## config.mk

```make
export PLATFORM = sky130hd
export DESIGN_NAME = alu_rsv_station
export DESIGN_NICKNAME = d
export VERILOG_FILES = /design/src/rtl/alu_rsv_station_pkg.sv /design/src/rtl/alu_rs_oldest_sel.sv /design/src/rtl/alu_rsv_station.sv
export SDC_FILE = /design/constraint.sdc
export NUM_CORES = 1
export LEC_CHECK = 0
export BUFFER_PORTS_ARGS = -buffer_cell sky130_fd_sc_hd__clkbuf_2
export CAP_MARGIN = 20
export CORE_ASPECT_RATIO = 1.25
export CORE_UTILIZATION = 45
export CTS_BUF_LIST = sky130_fd_sc_hd__clkbuf_16
export CTS_CLUSTER_SIZE = 12
export DETAILED_ROUTE_END_ITERATION = 8
export PLACE_DENSITY = 0.63
export SYNTH_ARGS = -nofsm -noshare
export SYNTH_HDL_FRONTEND = slang
export SYNTH_SLANG_ARGS = --single-unit
```

## constraint.sdc

```tcl
create_clock -name i_clk -period 2.66 [get_ports i_clk]
set_input_delay 0.133 -clock i_clk [delete_from_list [all_inputs] [get_ports i_clk]]
set_output_delay 0.133 -clock i_clk [all_outputs]
set_load 0.02 [all_outputs]
```

## src/rtl/alu_rsv_station_pkg.sv

```systemverilog
// alu_rsv_station_pkg: ALU op encodings and default field widths shared by the reservation station
package alu_rsv_station_pkg;
  localparam logic [1:0] ALU_ADD   = 2'b00;
  localparam logic [1:0] ALU_SUB   = 2'b01;
  localparam logic [1:0] ALU_PASSB = 2'b10;
  localparam logic [1:0] ALU_PASSA = 2'b11;
  localparam int CTRL_W      = 2;
  localparam int TAG_W_DEF   = 4;
  localparam int D_WIDTH_DEF = 32;
endpackage

```

## src/rtl/alu_rs_oldest_sel.sv

```systemverilog
// alu_rs_oldest_sel: one-hot grant of the oldest ready entry from an age matrix (row k = entries older than k)
module alu_rs_oldest_sel #(
  parameter int DEPTH = 4
) (
  input  logic [DEPTH-1:0]            ready,
  input  logic [DEPTH-1:0][DEPTH-1:0] age,
  output logic [DEPTH-1:0]            grant,
  output logic                        found
);
  // an entry wins when no entry older than it is also ready
  always_comb begin
    for (int k = 0; k < DEPTH; k++) grant[k] = ready[k] && !(|(age[k] & ready));
  end
  assign found = |grant;
endmodule

```

## src/rtl/alu_rsv_station.sv

```systemverilog
// alu_rsv_station: ALU reservation station with CDB wakeup and oldest-ready issue.
// Optional ALU_RS_WAKEUP_BYPASS_EN: an entry completed by the current CDB broadcast issues in the same cycle.
module alu_rsv_station
  import alu_rsv_station_pkg::*;
#(
  parameter int DEPTH   = 4,
  parameter int TAG_W   = TAG_W_DEF,
  parameter int D_WIDTH = D_WIDTH_DEF
) (
  input  logic                         i_clk,
  input  logic                         i_rst_n,
  input  logic                         i_flush,
  input  logic                         i_disp_valid,
  output logic                         o_disp_ready,
  input  logic [CTRL_W-1:0]            i_disp_ctrl,
  input  logic [TAG_W-1:0]             i_disp_dst_tag,
  input  logic                         i_disp_a_rdy,
  input  logic                         i_disp_b_rdy,
  input  logic [D_WIDTH-1:0]           i_disp_a_val,
  input  logic [D_WIDTH-1:0]           i_disp_b_val,
  input  logic [TAG_W-1:0]             i_disp_a_tag,
  input  logic [TAG_W-1:0]             i_disp_b_tag,
  input  logic                         i_cdb_valid,
  input  logic [TAG_W-1:0]             i_cdb_tag,
  input  logic [D_WIDTH-1:0]           i_cdb_data,
  output logic                         o_iss_valid,
  input  logic                         i_iss_ready,
  output logic [CTRL_W-1:0]            o_iss_ctrl,
  output logic [D_WIDTH-1:0]           o_iss_a,
  output logic [D_WIDTH-1:0]           o_iss_b,
  output logic [TAG_W-1:0]             o_iss_dst_tag,
  output logic [$clog2(DEPTH+1)-1:0]   o_count
);
  localparam int CNT_W = $clog2(DEPTH+1);

  logic [DEPTH-1:0]            valid, a_rdy, b_rdy, a_hit, b_hit, a_ok, b_ok, ready, grant, free_oh;
  logic [DEPTH-1:0][DEPTH-1:0] age, age_nxt;
  logic [CTRL_W-1:0]           ctrl    [DEPTH];
  logic [TAG_W-1:0]            dst_tag [DEPTH];
  logic [TAG_W-1:0]            a_tag   [DEPTH];
  logic [TAG_W-1:0]            b_tag   [DEPTH];
  logic [D_WIDTH-1:0]          a_val   [DEPTH];
  logic [D_WIDTH-1:0]          b_val   [DEPTH];
  logic [CNT_W-1:0]            count;
  logic                        accept, fire, found, disp_a_hit, disp_b_hit;

  assign o_count      = count;
  assign o_disp_ready = count < CNT_W'(DEPTH);
  assign accept       = i_disp_valid && o_disp_ready;
  assign fire         = found && i_iss_ready;
  assign o_iss_valid  = found;
  assign free_oh      = ~valid & (valid + DEPTH'(1));
  assign disp_a_hit   = !i_disp_a_rdy && i_cdb_valid && (i_disp_a_tag == i_cdb_tag);
  assign disp_b_hit   = !i_disp_b_rdy && i_cdb_valid && (i_disp_b_tag == i_cdb_tag);

  // CDB tag match per stored operand, and the effective readiness used for select
  always_comb begin
    for (int k = 0; k < DEPTH; k++) begin
      a_hit[k] = i_cdb_valid && (a_tag[k] == i_cdb_tag);
      b_hit[k] = i_cdb_valid && (b_tag[k] == i_cdb_tag);
    end
`ifdef ALU_RS_WAKEUP_BYPASS_EN
    a_ok = a_rdy | a_hit;
    b_ok = b_rdy | b_hit;
`else
    a_ok = a_rdy;
    b_ok = b_rdy;
`endif
    ready = valid & a_ok & b_ok;
  end

  alu_rs_oldest_sel #(.DEPTH(DEPTH)) u_sel (
    .ready (ready),
    .age   (age),
    .grant (grant),
    .found (found)
  );

  // issue mux from the granted entry; operands not yet latched are forwarded from the CDB
  always_comb begin
    o_iss_ctrl    = '0;
    o_iss_a       = '0;
    o_iss_b       = '0;
    o_iss_dst_tag = '0;
    for (int k = 0; k < DEPTH; k++) begin
      if (grant[k]) begin
        o_iss_ctrl    = ctrl[k];
        o_iss_dst_tag = dst_tag[k];
`ifdef ALU_RS_WAKEUP_BYPASS_EN
        o_iss_a       = a_rdy[k] ? a_val[k] : i_cdb_data;
        o_iss_b       = b_rdy[k] ? b_val[k] : i_cdb_data;
`else
        o_iss_a       = a_val[k];
        o_iss_b       = b_val[k];
`endif
      end
    end
  end

  // new entry's row records every current entry as older; its column is cleared everywhere else
  always_comb begin
    for (int r = 0; r < DEPTH; r++)
      for (int c = 0; c < DEPTH; c++)
        age_nxt[r][c] = (accept && free_oh[r]) ? valid[c] :
                        (accept && free_oh[c]) ? 1'b0 : age[r][c];
  end

  // occupancy, valid bits and age order; flush wins over dispatch and issue
  always_ff @(posedge i_clk or negedge i_rst_n) begin
    if (!i_rst_n) begin
      valid <= '0;
      age   <= '0;
      count <= '0;
    end else if (i_flush) begin
      valid <= '0;
      count <= '0;
    end else begin
      valid <= (valid & ~(fire ? grant : '0)) | (accept ? free_oh : '0);
      age   <= age_nxt;
      count <= count + CNT_W'(accept) - CNT_W'(fire);
    end
  end

  // entry payload: write on dispatch with same-cycle CDB capture, otherwise wake up on tag match
  always_ff @(posedge i_clk) begin
    for (int k = 0; k < DEPTH; k++) begin
      if (accept && free_oh[k]) begin
        ctrl[k]    <= i_disp_ctrl;
        dst_tag[k] <= i_disp_dst_tag;
        a_tag[k]   <= i_disp_a_tag;
        b_tag[k]   <= i_disp_b_tag;
        a_rdy[k]   <= i_disp_a_rdy || disp_a_hit;
        b_rdy[k]   <= i_disp_b_rdy || disp_b_hit;
        a_val[k]   <= i_disp_a_rdy ? i_disp_a_val : i_cdb_data;
        b_val[k]   <= i_disp_b_rdy ? i_disp_b_val : i_cdb_data;
      end else begin
        if (valid[k] && !a_rdy[k] && a_hit[k]) begin
          a_rdy[k] <= 1'b1;
          a_val[k] <= i_cdb_data;
        end
        if (valid[k] && !b_rdy[k] && b_hit[k]) begin
          b_rdy[k] <= 1'b1;
          b_val[k] <= i_cdb_data;
        end
      end
    end
  end
endmodule

```

Word level (Yosys, flattened, before mapping)
Memory sizes are Yosys's and may differ from the RTL's.
Cells that the tools add are included.

word-level totals
  memory bits (writable) = 312
  logic and storage cells = 291
  memories kept = 6
  output and inout bits = 75
  bits of input ports = 122
  register bits = 31

memory list
  name     words  width  read ports  clocked after memory_dff  wr ports  line                   RTL
  a_val    4      32     4           0                         4         alu_rsv_station.sv:42  logic [D_WIDTH-1:0] a_val [DEPTH];
  b_val    4      32     4           0                         4         alu_rsv_station.sv:43  logic [D_WIDTH-1:0] b_val [DEPTH];
  a_tag    4      4      4           0                         1         alu_rsv_station.sv:40  logic [TAG_W-1:0] a_tag [DEPTH];
  b_tag    4      4      4           0                         1         alu_rsv_station.sv:41  logic [TAG_W-1:0] b_tag [DEPTH];
  dst_tag  4      4      4           0                         1         alu_rsv_station.sv:39  logic [TAG_W-1:0] dst_tag [DEPTH];
  ctrl     4      2      4           0                         1         alu_rsv_station.sv:38  logic [CTRL_W-1:0] ctrl [DEPTH];

operators by class
  order comparisons = 1
  multiplexer cells = 130
  equality and inequality tests = 10
  reduce and logical (&&, ||, !) cells = 95
  $add $sub $neg = 3
  bitwise logic cells = 20

operators with widths
  kind                   number
  $mux W32               18
  $mux W1                76
  $mux W4                16
  $reduce_or A4 Y1       14
  $eq A4 B4 Y1           10
  $logic_and A1 B1 Y1    38
  $mux W2                19
  $and A4 B4 Y4          8
  $reduce_bool A2 Y1     14
  $reduce_and A2 Y1      10
  $logic_not A1 Y1       14
  $not A4 Y4             2
  $or A1 B1 Y1           8
  $reduce_or A2 Y1       3
  $add A4 B1 Y4 const B  1
  $or A4 B4 Y4           1
  $add A3 B1 Y3          1
  $lt A3 B3 Y1 const B   1
  $mux W3                1
  $sub A3 B1 Y3          1
  $logic_or A1 B1 Y1     2
  $not A1 Y1             1

Longest topological paths before layout
  depth after elaboration = 13
  mapped depth = 15
  gate-level depth less buffers = 13

Hierarchy
From an unflattened synthesis, not the netlist that was laid out.

second synthesis, totals
  cells, all modules = 1,275
  area, all modules = 16,891.2 um^2

by module, submodules not included
  module             times used  cells an instance  seq. area each (um^2)  area each (um^2)
  alu_rsv_station    1           1,262              10,184.8               16,797.4
  alu_rs_oldest_sel  1           13                 0.0                    93.8

Worst setup path after synthesis
Ideal clock, no wire load.

  path type = register to register
  from = register valid[2]
  to = register count[2] (netlist: o_count[2])
  data required time = 2,528 ps
  cell stages (with the launch flop) = 16
  arrival = 2,876 ps
  path slack = -348 ps
  period minus slack after synthesis = 3,008 ps
  path buffers = 2
  library setup time = 132 ps
  cell sequence = dfrtp_1 -> buf_6 -> and4b_1 -> and4_4 -> nand2b_4 -> buf_6 -> or3_4 -> and2_1 -> ha_1 -> inv_1 -> ha_1 -> inv_1 -> fa_1 -> xnor2_1 -> xnor2_1 -> nor2_1

on the way
  cells in the longest elaborated chain, start to end = 10
  elaborated cells on any way between the ends = 22
  classes of those cells = add/sub: 1; mux: 1; bitwise: 6; reduce/logical: 14

ends and longest elaborated chain
  item                            line                     RTL
  start, declared                 alu_rsv_station.sv:36    logic [DEPTH-1:0] valid, a_rdy, b_rdy, a_hit, b_hit, a_ok, b_ok, ready, grant, free_oh;
  start signal, assigned          alu_rsv_station.sv:118   valid <= (valid & ~(fire ? grant : '0)) | (accept ? free_oh : '0);
  $and A4 B4 Y4 (*) (2 in a row)  alu_rsv_station.sv:69    ready = valid & a_ok & b_ok;
  $and A4 B4 Y4                   alu_rs_oldest_sel.sv:12  for (int k = 0; k < DEPTH; k++) grant[k] = ready[k] && !(|(age[k] & ready));
  $reduce_or A4 Y1                alu_rs_oldest_sel.sv:12
  $logic_not A1 Y1                alu_rs_oldest_sel.sv:12
  $logic_and A1 B1 Y1             alu_rs_oldest_sel.sv:12
  $reduce_or A4 Y1 (*)            alu_rs_oldest_sel.sv:14  assign found = |grant;
  via o_iss_valid                 alu_rsv_station.sv:26    output logic o_iss_valid,
  $logic_and A1 B1 Y1 (*)         alu_rsv_station.sv:50    assign fire = found && i_iss_ready;
  $sub A3 B1 Y3 (*)               alu_rsv_station.sv:120   count <= count + CNT_W'(accept) - CNT_W'(fire);
  $mux W3 (*)                     alu_rsv_station.sv:114   end else if (i_flush) begin
  end signal, assigned            alu_rsv_station.sv:120
  end, declared                   alu_rsv_station.sv:44    logic [CNT_W-1:0] count;

Mark *: on every way through the listed nets, which the timed path passes. The rest lies on a longest branch.
A chain may end at the register's enable or synchronous reset.

Worst setup path in the final report
  from = register valid[3]
  to = output port o_iss_a[22]

on the way
  cells in the longest elaborated chain, start to end = 10
  elaborated cells on any way between the ends = 22
  classes of those cells = mux: 4; bitwise: 6; reduce/logical: 12

ends and longest elaborated chain
  item                            line                     RTL
  $and A4 B4 Y4 (*) (2 in a row)  alu_rsv_station.sv:69
  $and A4 B4 Y4                   alu_rs_oldest_sel.sv:12
  $reduce_or A4 Y1                alu_rs_oldest_sel.sv:12
  $logic_not A1 Y1                alu_rs_oldest_sel.sv:12
  $logic_and A1 B1 Y1             alu_rs_oldest_sel.sv:12
  $mux W32 (3 in a row)           alu_rsv_station.sv:86    if (grant[k]) begin
  $mux W32 (*)                    alu_rsv_station.sv:86
  end, declared                   alu_rsv_station.sv:29    output logic [D_WIDTH-1:0] o_iss_a,

Every way passes the cells marked *; elsewhere a longest branch is shown, timed or not.

==> flow_summary.yaml <==
logic_synthesis:
  yosysTopAreaCell: "edfxtp_1"
  synth_flop_cell: "edfxtp_1"
  ys_ff_latch: 343
  synth_top_area_share_pct: 60.0
  synth_area_per_cell_sq_um: 15.0
  synth_nets: 1196
  ys_warn_count: 0
  yosysSeqAreaShare_pct: 63.5
  ys_async_sr_fraction_pct: 6.71
  synthCells: 1071
  netlist_area_sq_um: 16000
  synth.area.top_cells: "edfxtp_1 60%, mux2_2 18%, a221oi_1 3.8%"
  yosysUniqueCellTypes: 42
  synth_edf_count: 320
outcome:
  failed_checks: "negative setup slack"
  status: "finished, violations left"
sta:
  hold_viol_final: 0
  fin_ws_ns: -0.102
  setup_violations: 47
  slew_headroom_pct: 53.2
  max_freq_mhz: 362
  tightest_slew_ns: 0.701
  rsz0062_at_grt: "yes"
  period_share_pct: 104
  final_max_slew_viol_count: 0
  clock_skew_ns: 0.0229
  tns_ns: -1.63
  finalCriticalPeriod_ns: 2.76
routing:
  antenna_left: 0
  avgRoutedWirePerCell_microns: 25.1
  drtIter0Drc: 872
  drc: 0
  routed_via_density: 5.74
  drt_first_pass_iters: 5
  num_vias: 11000
  wl_mm: 48.1
flow_run:
  maxCapViolations: 0
clocking:
  insertion_delay_ns: 0.54
  clock-sinks: 343
  root_buffer: "clkbuf_16"
  numCtsBuffers: 37
  clk_pin_slew_ns: 0.06
  cts_tree: "yes"
  cts-htree-levels: 2
  clockBufferDepth: 3
layout:
  final_cell_mix: "320 x edfxtp_1, 256 x mux2_2, 131 x clkbuf_2"
  antennaDiodeCount: 0
  final_layout_size_suffix_gt1_share_pct: 48.2
  final_common_cell: "edfxtp_1"
  syn_to_final_growth_pct: 32.2
  num-nets-final: 1546
floorplanning:
  die_w_microns: 171
  row_count: 76
  die_area_sq_um: 36400
  start_util_pct: 46.0
  io_pins: 197
  core-area_sq_um: 34800
  die_height_microns: 213
power:
  p_total_mw: 13.8
  p_leak_nw: 7.87
  vdd_ir_drop_max_mv: 0.620
  powerDensity_nw_per_um2: 652
place:
  io_buffers: 196
  globalplace.congestion: 0.874
  dp.final_hpwl_mm: 27.4
critical_path:
  crit_required_ns: 2.53
  crit_path_top_delay_cell: "dfrtp_1"
  path_max_fanout: 6
  path_buf_inv: 6
  cp-end-kind: "output port"
  worstSetupStartpointType: "flop"
  crit_type: "flop to output port"
  path_delay_family: "buffers and inverters"
  cp.arrival_ns: 2.63
  cp_cell_sequence: "buf_6 -> nand4_1 -> and4_4 -> buf_8 -> nor3_4 -> buf_6 -> buf_12 -> buf_8 -> a221oi_2 -> nor2_1 -> buf_4"
  max_stage_delay_ns: 0.44
min_path:
  hold_path.class: "primary input to flop"
global_route:
  grt_pass1_vias: 11400
  grt_max_degree: 71
  globalRouteOverflowTotal: 0
  antenna_found_initial: 1
  grt_usage_pct: 25.8
  grt_pass1_wl_mm: 69.0
[cell usage after synthesis, types with 2 or more instances]
master / instances
a21o_1: 4
a21oi_1: 5
a221oi_1: 69
a31oi_1: 2
and2_1: 3
and4_4: 2
and4b_1: 3
buf_2: 29
buf_4: 30
buf_6: 3
clkbuf_1: 11
dfrtp_1: 23
edfxtp_1: 320
ha_1: 2
inv_1: 8
mux2_2: 256
nand2_1: 50
nand2b_4: 2
nand3_1: 2
nand4_1: 21
nor2_1: 79
nor2b_1: 4
nor3_1: 10
o21ai_0: 4
o22ai_1: 70
or2_2: 2
or3b_2: 2
xnor2_1: 28
xor2_1: 14
[per-layer routing]
metal | vias up | GRT usage (%) | wire length (microns)
li1 | 4946 | - | -
met1 | 5587 | 31.5 | 19400
met2 | 377 | 46.3 | 24800
met3 | 79 | 4.54 | 2680
met4 | 2 | 7.92 | 1140
met5 | - | 0 | 10
[logic make-up after synthesis]
family	after synthesis	synth area share (%)
AO/OA/AOI/OAI	157	7.21
XOR/XNOR	42	2.30
adder cells (fa/ha/maj)	3	0.281
buffers and inverters	81	2.97
flip-flops	343	63.5
multiplexers	256	18.0
AND/OR/NAND/NOR	189	5.71
[per-stage QoR]
| step | instance area, sq um | hold WS [ns] | instances | utilization [%] | worst slack, ns |
|---|---|---|---|---|---|
| final | 21200 | 0.0260 | 1915 | 60.9 | -0.102 |
| after detailed placement | 17900 | 0.161 | 1724 | 51.4 | -0.0454 |
| after CTS | 20600 | 0.00350 | 1893 | 59.2 | -0.0778 |
| after global routing | 21200 | 0.0406 | 1915 | 60.9 | -0.179 |
| after floorplan | 16100 | -0.163 | 1071 | - | -0.132 |
| after global placement | 17900 | 0.170 | 1724 | 51.4 | -0.00651 |
[layout make-up]
| class | count | area, sq um |
|---|---|---|
| flip-flops and latches | 343 | 10200 |
| fillers | 2750 | 13600 |
| repair buffers | 384 | 3400 |
| clock buffers | 38 | 951 |
| multi-input cells | 647 | 5880 |
| clock inverters | 27 | 166 |
| well taps | 468 | 586 |
| inverters | 8 | 30.0 |
[power breakdown]
group          switching (mW)  internal (mW)
Clock                    2.07           2.77
Combinational            1.31           1.14
Sequential              0.168           6.36
[timing repair]
action,CTS,global route
cloned,6,8
gates resized for setup,109,134
hold endpoints to repair,336,0
setup endpoints to repair,71,72
pin swaps,38,60
setup buffers,19,15
hold buffers,81,0
[worst paths after layout]
| kind | depth (start not counted) | slack, ns | endpoint | start |
|---|---|---|---|---|
| worst max-delay path | 11 | -0.10 | o_iss_a[22] | valid[3] |
| worst min-delay path | 2 | 0.03 | b_val[3][11] | i_cdb_data[11] |
| worst max register to register | 15 | -0.08 | o_count[2] | valid[3] |
| worst min register to register | 1 | 0.48 | age[9] | age[9] |
| max in group asynchronous | 2 | 2.12 | age[5] | i_rst_n |
| min in group asynchronous | 2 | 0.13 | age[11] | i_rst_n |
[registers in the layout, indices dropped and copies added (netlist names), 4 cells and up]
signal,count
b_ok,4
b_tag,16
dst_tag,16
a_tag,16
valid,4
ctrl,8
a_val,128
a_ok,4
age,16
b_val,128
Note: power is estimated with default switching activity, not from simulation.
